## src/rtl/centering_unit.sv

```systemverilog
// Mean-removal stage: accumulates one pass of samples, derives per-channel means,
// then streams the replayed samples back out with the mean subtracted and saturated.
module centering_unit #(
  parameter int N_CH      = 4,
  parameter int DATA_W    = 16,
  parameter int N_SAMPLES = 128,
  parameter int LOG2_N    = 7
) (
  input  logic                     CLK_cen,
  input  logic                     RST_cen,
  input  logic                     GO_cen,
  input  logic                     data_valid,
  input  logic [N_CH*DATA_W-1:0]   data_in,
  output logic [N_CH*DATA_W-1:0]   cen_out,
  output logic                     cen_valid,
  output logic [N_CH*DATA_W-1:0]   mean_out,
  output logic                     CEN_busy,
  output logic                     cen_done
);

  localparam int ACC_W = DATA_W + LOG2_N;

  typedef enum logic [2:0] {IDLE, SUM, DIV, SUB, DONE} state_t;

  state_t                   state, next_state;
  logic [LOG2_N-1:0]        cnt;
  logic signed [ACC_W-1:0]  acc [N_CH];
  logic [N_CH*DATA_W-1:0]   mean_next, sub_next;
  logic                     last;

  // cnt is exactly LOG2_N bits, so all-ones marks sample N_SAMPLES-1 and the
  // increment wraps it back to zero for the next pass.
  assign last = data_valid && (&cnt);

  always_comb begin
    next_state = state;
    if (!GO_cen) begin
      next_state = IDLE;
    end else begin
      case (state)
        IDLE:    next_state = SUM;
        SUM:     if (last) next_state = DIV;
        DIV:     next_state = SUB;
        SUB:     if (last) next_state = DONE;
        DONE:    next_state = DONE;
        default: next_state = IDLE;
      endcase
    end
  end

  always_ff @(posedge CLK_cen or posedge RST_cen) begin
    if (RST_cen) state <= IDLE;
    else         state <= next_state;
  end

  always_comb begin
    logic signed [ACC_W-1:0] sh;
    logic [DATA_W:0]         d;
    mean_next = '0;
    sub_next  = '0;
    sh        = '0;
    d         = '0;
    for (int unsigned c = 0; c < N_CH; c++) begin
      sh = acc[c] >>> LOG2_N;
      mean_next[c*DATA_W +: DATA_W] = sh[DATA_W-1:0];
      d = {data_in[c*DATA_W+DATA_W-1], data_in[c*DATA_W +: DATA_W]}
        - {mean_out[c*DATA_W+DATA_W-1], mean_out[c*DATA_W +: DATA_W]};
      // Differing top two bits of the DATA_W+1 result mean it left the DATA_W range.
      if (d[DATA_W] != d[DATA_W-1])
        sub_next[c*DATA_W +: DATA_W] = d[DATA_W] ? {1'b1, {(DATA_W-1){1'b0}}}
                                                 : {1'b0, {(DATA_W-1){1'b1}}};
      else
        sub_next[c*DATA_W +: DATA_W] = d[DATA_W-1:0];
    end
  end

  always_ff @(posedge CLK_cen or posedge RST_cen) begin
    if (RST_cen) begin
      for (int unsigned c = 0; c < N_CH; c++) acc[c] <= '0;
      cnt       <= '0;
      mean_out  <= '0;
      cen_out   <= '0;
      cen_valid <= 1'b0;
      CEN_busy  <= 1'b0;
      cen_done  <= 1'b0;
    end else begin
      cen_valid <= 1'b0;
      cen_done  <= 1'b0;
      CEN_busy  <= (next_state == SUM) || (next_state == DIV) || (next_state == SUB);
      case (state)
        IDLE: begin
          if (GO_cen) begin
            for (int unsigned c = 0; c < N_CH; c++) acc[c] <= '0;
            cnt <= '0;
          end
        end
        SUM: begin
          if (data_valid) begin
            for (int unsigned c = 0; c < N_CH; c++)
              acc[c] <= acc[c] + {{LOG2_N{data_in[c*DATA_W+DATA_W-1]}},
                                  data_in[c*DATA_W +: DATA_W]};
            cnt <= cnt + 1'b1;
          end
        end
        DIV: mean_out <= mean_next;
        SUB: begin
          if (data_valid) begin
            cen_out   <= sub_next;
            cen_valid <= 1'b1;
            cnt       <= cnt + 1'b1;
            cen_done  <= last && GO_cen;
          end
        end
        default: ;
      endcase
    end
  end

endmodule

```

## config.mk

```make
export PLATFORM = sky130hd
export DESIGN_NAME = centering_unit
export DESIGN_NICKNAME = d
export VERILOG_FILES = /design/src/rtl/centering_unit.sv
export SDC_FILE = /design/constraint.sdc
export NUM_CORES = 1
export LEC_CHECK = 0
export ABC_AREA = 1
export BUFFER_PORTS_ARGS = -buffer_cell sky130_fd_sc_hd__buf_2
export CELL_PAD_IN_SITES_DETAIL_PLACEMENT = 1
export CELL_PAD_IN_SITES_GLOBAL_PLACEMENT = 1
export CORE_ASPECT_RATIO = 0.75
export CORE_MARGIN = 2
export CORE_UTILIZATION = 44
export CTS_BUF_LIST = sky130_fd_sc_hd__clkbuf_8
export DETAILED_ROUTE_END_ITERATION = 16
export PLACE_DENSITY = 0.89
export SYNTH_ARGS = -nofsm -noshare
export SYNTH_HDL_FRONTEND = slang
export SYNTH_SLANG_ARGS = --single-unit
```

## constraint.sdc

```tcl
create_clock -name CLK_cen -period 7.26 [get_ports CLK_cen]
set_clock_uncertainty 0.05 [all_clocks]
set_input_delay 0 -clock CLK_cen [delete_from_list [all_inputs] [get_ports CLK_cen]]
set_output_delay 0 -clock CLK_cen [all_outputs]
set_load 0.005 [all_outputs]
```

==> flow_results.org <==
** Finish
- Counting the fill cells in the layout gives around 5600.
- After the last flow step, the layout net total stands at approximately 3200.
- The library cell used most frequently in the layout, excluding fill and tap cells, is nand2_1.
- Of the cells placed in the final design, the portion with a size suffix greater than 1 is 0.1340.
- Most frequent cells in the layout :: 801 x nand2_1, 441 x inv_1, 233 x dfrtp_1
- Util after Layout :: 0.5169
- Area growth from synthesis to final layout :: 16.78%
- The repair_antennas step left the layout with diodes totalling 0.

** Die
- The floorplan step set the die height to between 150 and 200 um.
- Die ar. :: 43720 um^2
- Initial standard-cell utilization of the core :: 0.4426
- Site Rows :: 65
- In this run the standard cell core region covers roughly 42000 um^2.
- I/O pins :: ~200
- Die span in x :: 240.8 um

** Logic synthesis
- The synthesized design contains 0 enable-type register cells.
- Distinct cell type count after synthesis :: slightly above 40
- Synthesis produced 2712 cells.
- Synthesis Warnings :: 0
- Netlist Area Pre-Place :: 18500 um^2
- After synthesis the netlist holds a flip-flop and latch count of roughly 230.
- Synth Net Count :: 2941
- For this run, the leading register cell type out of synthesis is dfrtp_1.
- For this run, asynchronously set or reset flops after synthesis account for 1.000.
- Share of the yosys chip area belonging to registers :: 0.3151
- Each instance of the synthesized netlist takes up on average approximately 6.8 um^2.

** Setup path
- The worst setup path is captured at a flip-flop.
- Data required time of the worst path :: roughly 7.7 ns
- Crit path kind :: reg -> reg
- Data arrival time at the worst-slack endpoint :: ~3.8 ns
- Kind of start point of the critical path :: flip-flop
- Of all nets on the critical path, the largest fanout is 65.

** Detailed routing
- The detailed router put a total of 29540 um of wire on met1.
- Post-route antenna net violation count :: 0
- The first detailed-routing pass ran for 5 iterations.
- Dividing the detail-routed wire length by the instance count gives around 18 um.
- Total Routed Length :: roughly 66000 um
- For this block, the via count after detailed routing is slightly below 20000.
- Top Metal Used :: met4
- Via density per instance :: ~5.4
- Met3 wirelength from detailed routing :: a little under 3000 um
- In this run, the number of DRC markers left after iteration 0 of detailed routing was roughly 1000.
- After detailed routing, the number of remaining DRC violations is 0.
- Met2 WL post-DR :: roughly 32000 um

** Clock network
- Clock-pin slew reported for the worst setup and hold paths after clock tree synthesis :: approximately 0.060 ns
- After clock tree synthesis, the repair step resized 0 gates.
- Sinks on the clock net :: 233
- CTS placed an instance of clkbuf_8 at the clock tree root.
- In this run the post-CTS setup repair buffer count came out at 0.
- The clock tree synthesis step divided the H-tree into 2 levels.
- Buffers inserted during clock tree synthesis total 45.
- Total of hold buffers inserted after clock tree synthesis :: 67
- Latest clock arrival within the worst-skew pair :: 0.59 ns
- TritonCTS built the clock tree.
- In this run the deepest clock path goes through 3 buffers.

** STA
- Tightest slew margin relative to the limit :: 0.2908
- Share of the clock period used by the worst path after layout :: 0.4658
- Max Fclk :: about 300 MHz
- Least-Margin Pin Slew :: ~1.1 ns
- Number of pins exceeding their max-slew limit in the final report :: 0
- Period minus WS final :: ~3.4 ns
- Fin Setup TNS :: 0 ns
- Hold violation count in the final report :: 0
- Setup violations remaining at the end of the flow were counted as 0.
- Setup repair after global routing missed its margin :: no

** GRT
- Number of global-route vias before repair :: between 20000 and 25000
- For this run, the total global-route usage over all layers was measured as 0.3018.
- Maximum number of pins on one net before global-route repair :: around 120
- Residual overflow from global routing :: 0
- Antenna violations before repair :: 0
- First-pass GRT wire length :: roughly 110000 um

** Status
- The run finished with clean final reports.

** Power and ir drop
- For this design the ratio of total power to cell area is between 200 and 300 nW/um^2.
- IR analysis of the VDD net gives a maximum drop of between 0.1 and 0.15 mV.
- The analysis attributes to cell leakage a power of about 12 nW.

** Hold path
- In this run the worst hold path is classified as in -> async.

** Place
- Final HPWL from detailed placement :: between 40000 and 50000 um
- Number of port buffers :: 198
- Routability congestion estimate from global placement :: ~0.97

** Run
- Across the run, the number of max-cap violations was 0.
-- worst max-delay path: stages (launching register included) --
cell,delay (ns)
dfrtp_1,0.39
inv_2,0.12
nand2_2,0.11
nor2_1,0.11
inv_1,0.07
nor2_4,0.07
buf_4,0.66
inv_2,0.56
a21oi_4,0.27
inv_2,0.41
a32o_1,0.38
-- flip-flops by register name, summed over array words and instances, names as in the netlist --
name,flops
acc,92
cnt,7
cen_valid,1
mean_out,64
cen_done,1
CEN_busy,1
state,3
cen_out,64
-- cell families after synthesis --
family	Yosys count	synth area share
compound gates	483	0.1540
xor+xnor	52	0.02462
fa+ha+maj	161	0.1121
buf+inv	489	0.1035
flops	233	0.3151
simple gates	1294	0.2906
-- layer usage --
| layer | up-vias | GRT usage |
|---|---|---|
| met5 | - | 0 |
| met4 | 0 | 0.1037 |
| met3 | 167 | 0.04241 |
| met2 | 502 | 0.5155 |
| met1 | 9472 | 0.3907 |
| li1 | 9182 | - |
-- stage by stage --
step / cells / area, um^2 / worst slack (ns) / power [mW] / hold WS [ns]
after floorplan: 2712 / 18500 / 0.8204 / 3.426 / 0.07257
after CTS: 3583 / 21610 / 3.877 / 5.605 / 0.05368
after detailed placement: 3437 / 20010 / 3.901 / 4.155 / 0.1957
after global routing: 3583 / 21610 / 3.648 / 6.060 / 0.1021
final: 3583 / 21610 / 3.878 / 5.637 / 0.06318
after global placement: 3437 / 20010 / 4.006 / 3.994 / 0.1718
-- cell usage after synthesis, types with 22 or more instances --
cell	count	area, um^2
o21ai_0	135	675.7
or2_2	61	381.6
a21oi_2	37	324.1
xor2_1	39	341.6
nor3_1	24	120.1
dfrtp_1	233	5831
clkbuf_1	22	82.58
ha_1	153	1914
nand4_1	33	206.5
inv_1	431	1618
o21bai_1	23	172.7
nand2_1	802	3010
a21oi_1	196	980.9
nand3_1	140	700.7
nor2_1	209	784.5
-- worst paths after layout --
| kind | slack [ns] | endpoint | cells past startpoint | from |
|---|---|---|---|---|
| max | 3.88 | acc[2] | 10 | state[2] |
| min | 0.06 | cen_valid | 3 | RST_cen |
| max reg2reg | 3.88 | acc[2] | 10 | state[2] |
| min reg2reg | 0.43 | cen_out[46] | 2 | cen_out[46] |
| max in group asynchronous | 5.47 | acc[41] | 4 | RST_cen |
| min in group CLK_cen | 0.10 | acc[11] | 5 | data_in[59] |
-- cell type report --
| type | count | area, um^2 | share of cell area |
|---|---|---|---|
| tap | 569 | 711.9 | 0.03295 |
| timing repair buffer | 271 | 1707 | 0.07899 |
| multi-input combinational | 1990 | 10770 | 0.4985 |
| inverter | 441 | 1663 | 0.07696 |
| clock buffer | 59 | 812.0 | 0.03758 |
| sequential | 233 | 5831 | 0.2699 |
| clock inverter | 20 | 111.4 | 0.005154 |
-- where the power goes --
group          switching (mW)  total (mW)  internal [mW]
combinational            1.68        2.56          0.875
sequential              0.173        1.69           1.52
clock                   0.631        1.39          0.759
No activity file was read; power rests on OpenSTA's default activity.
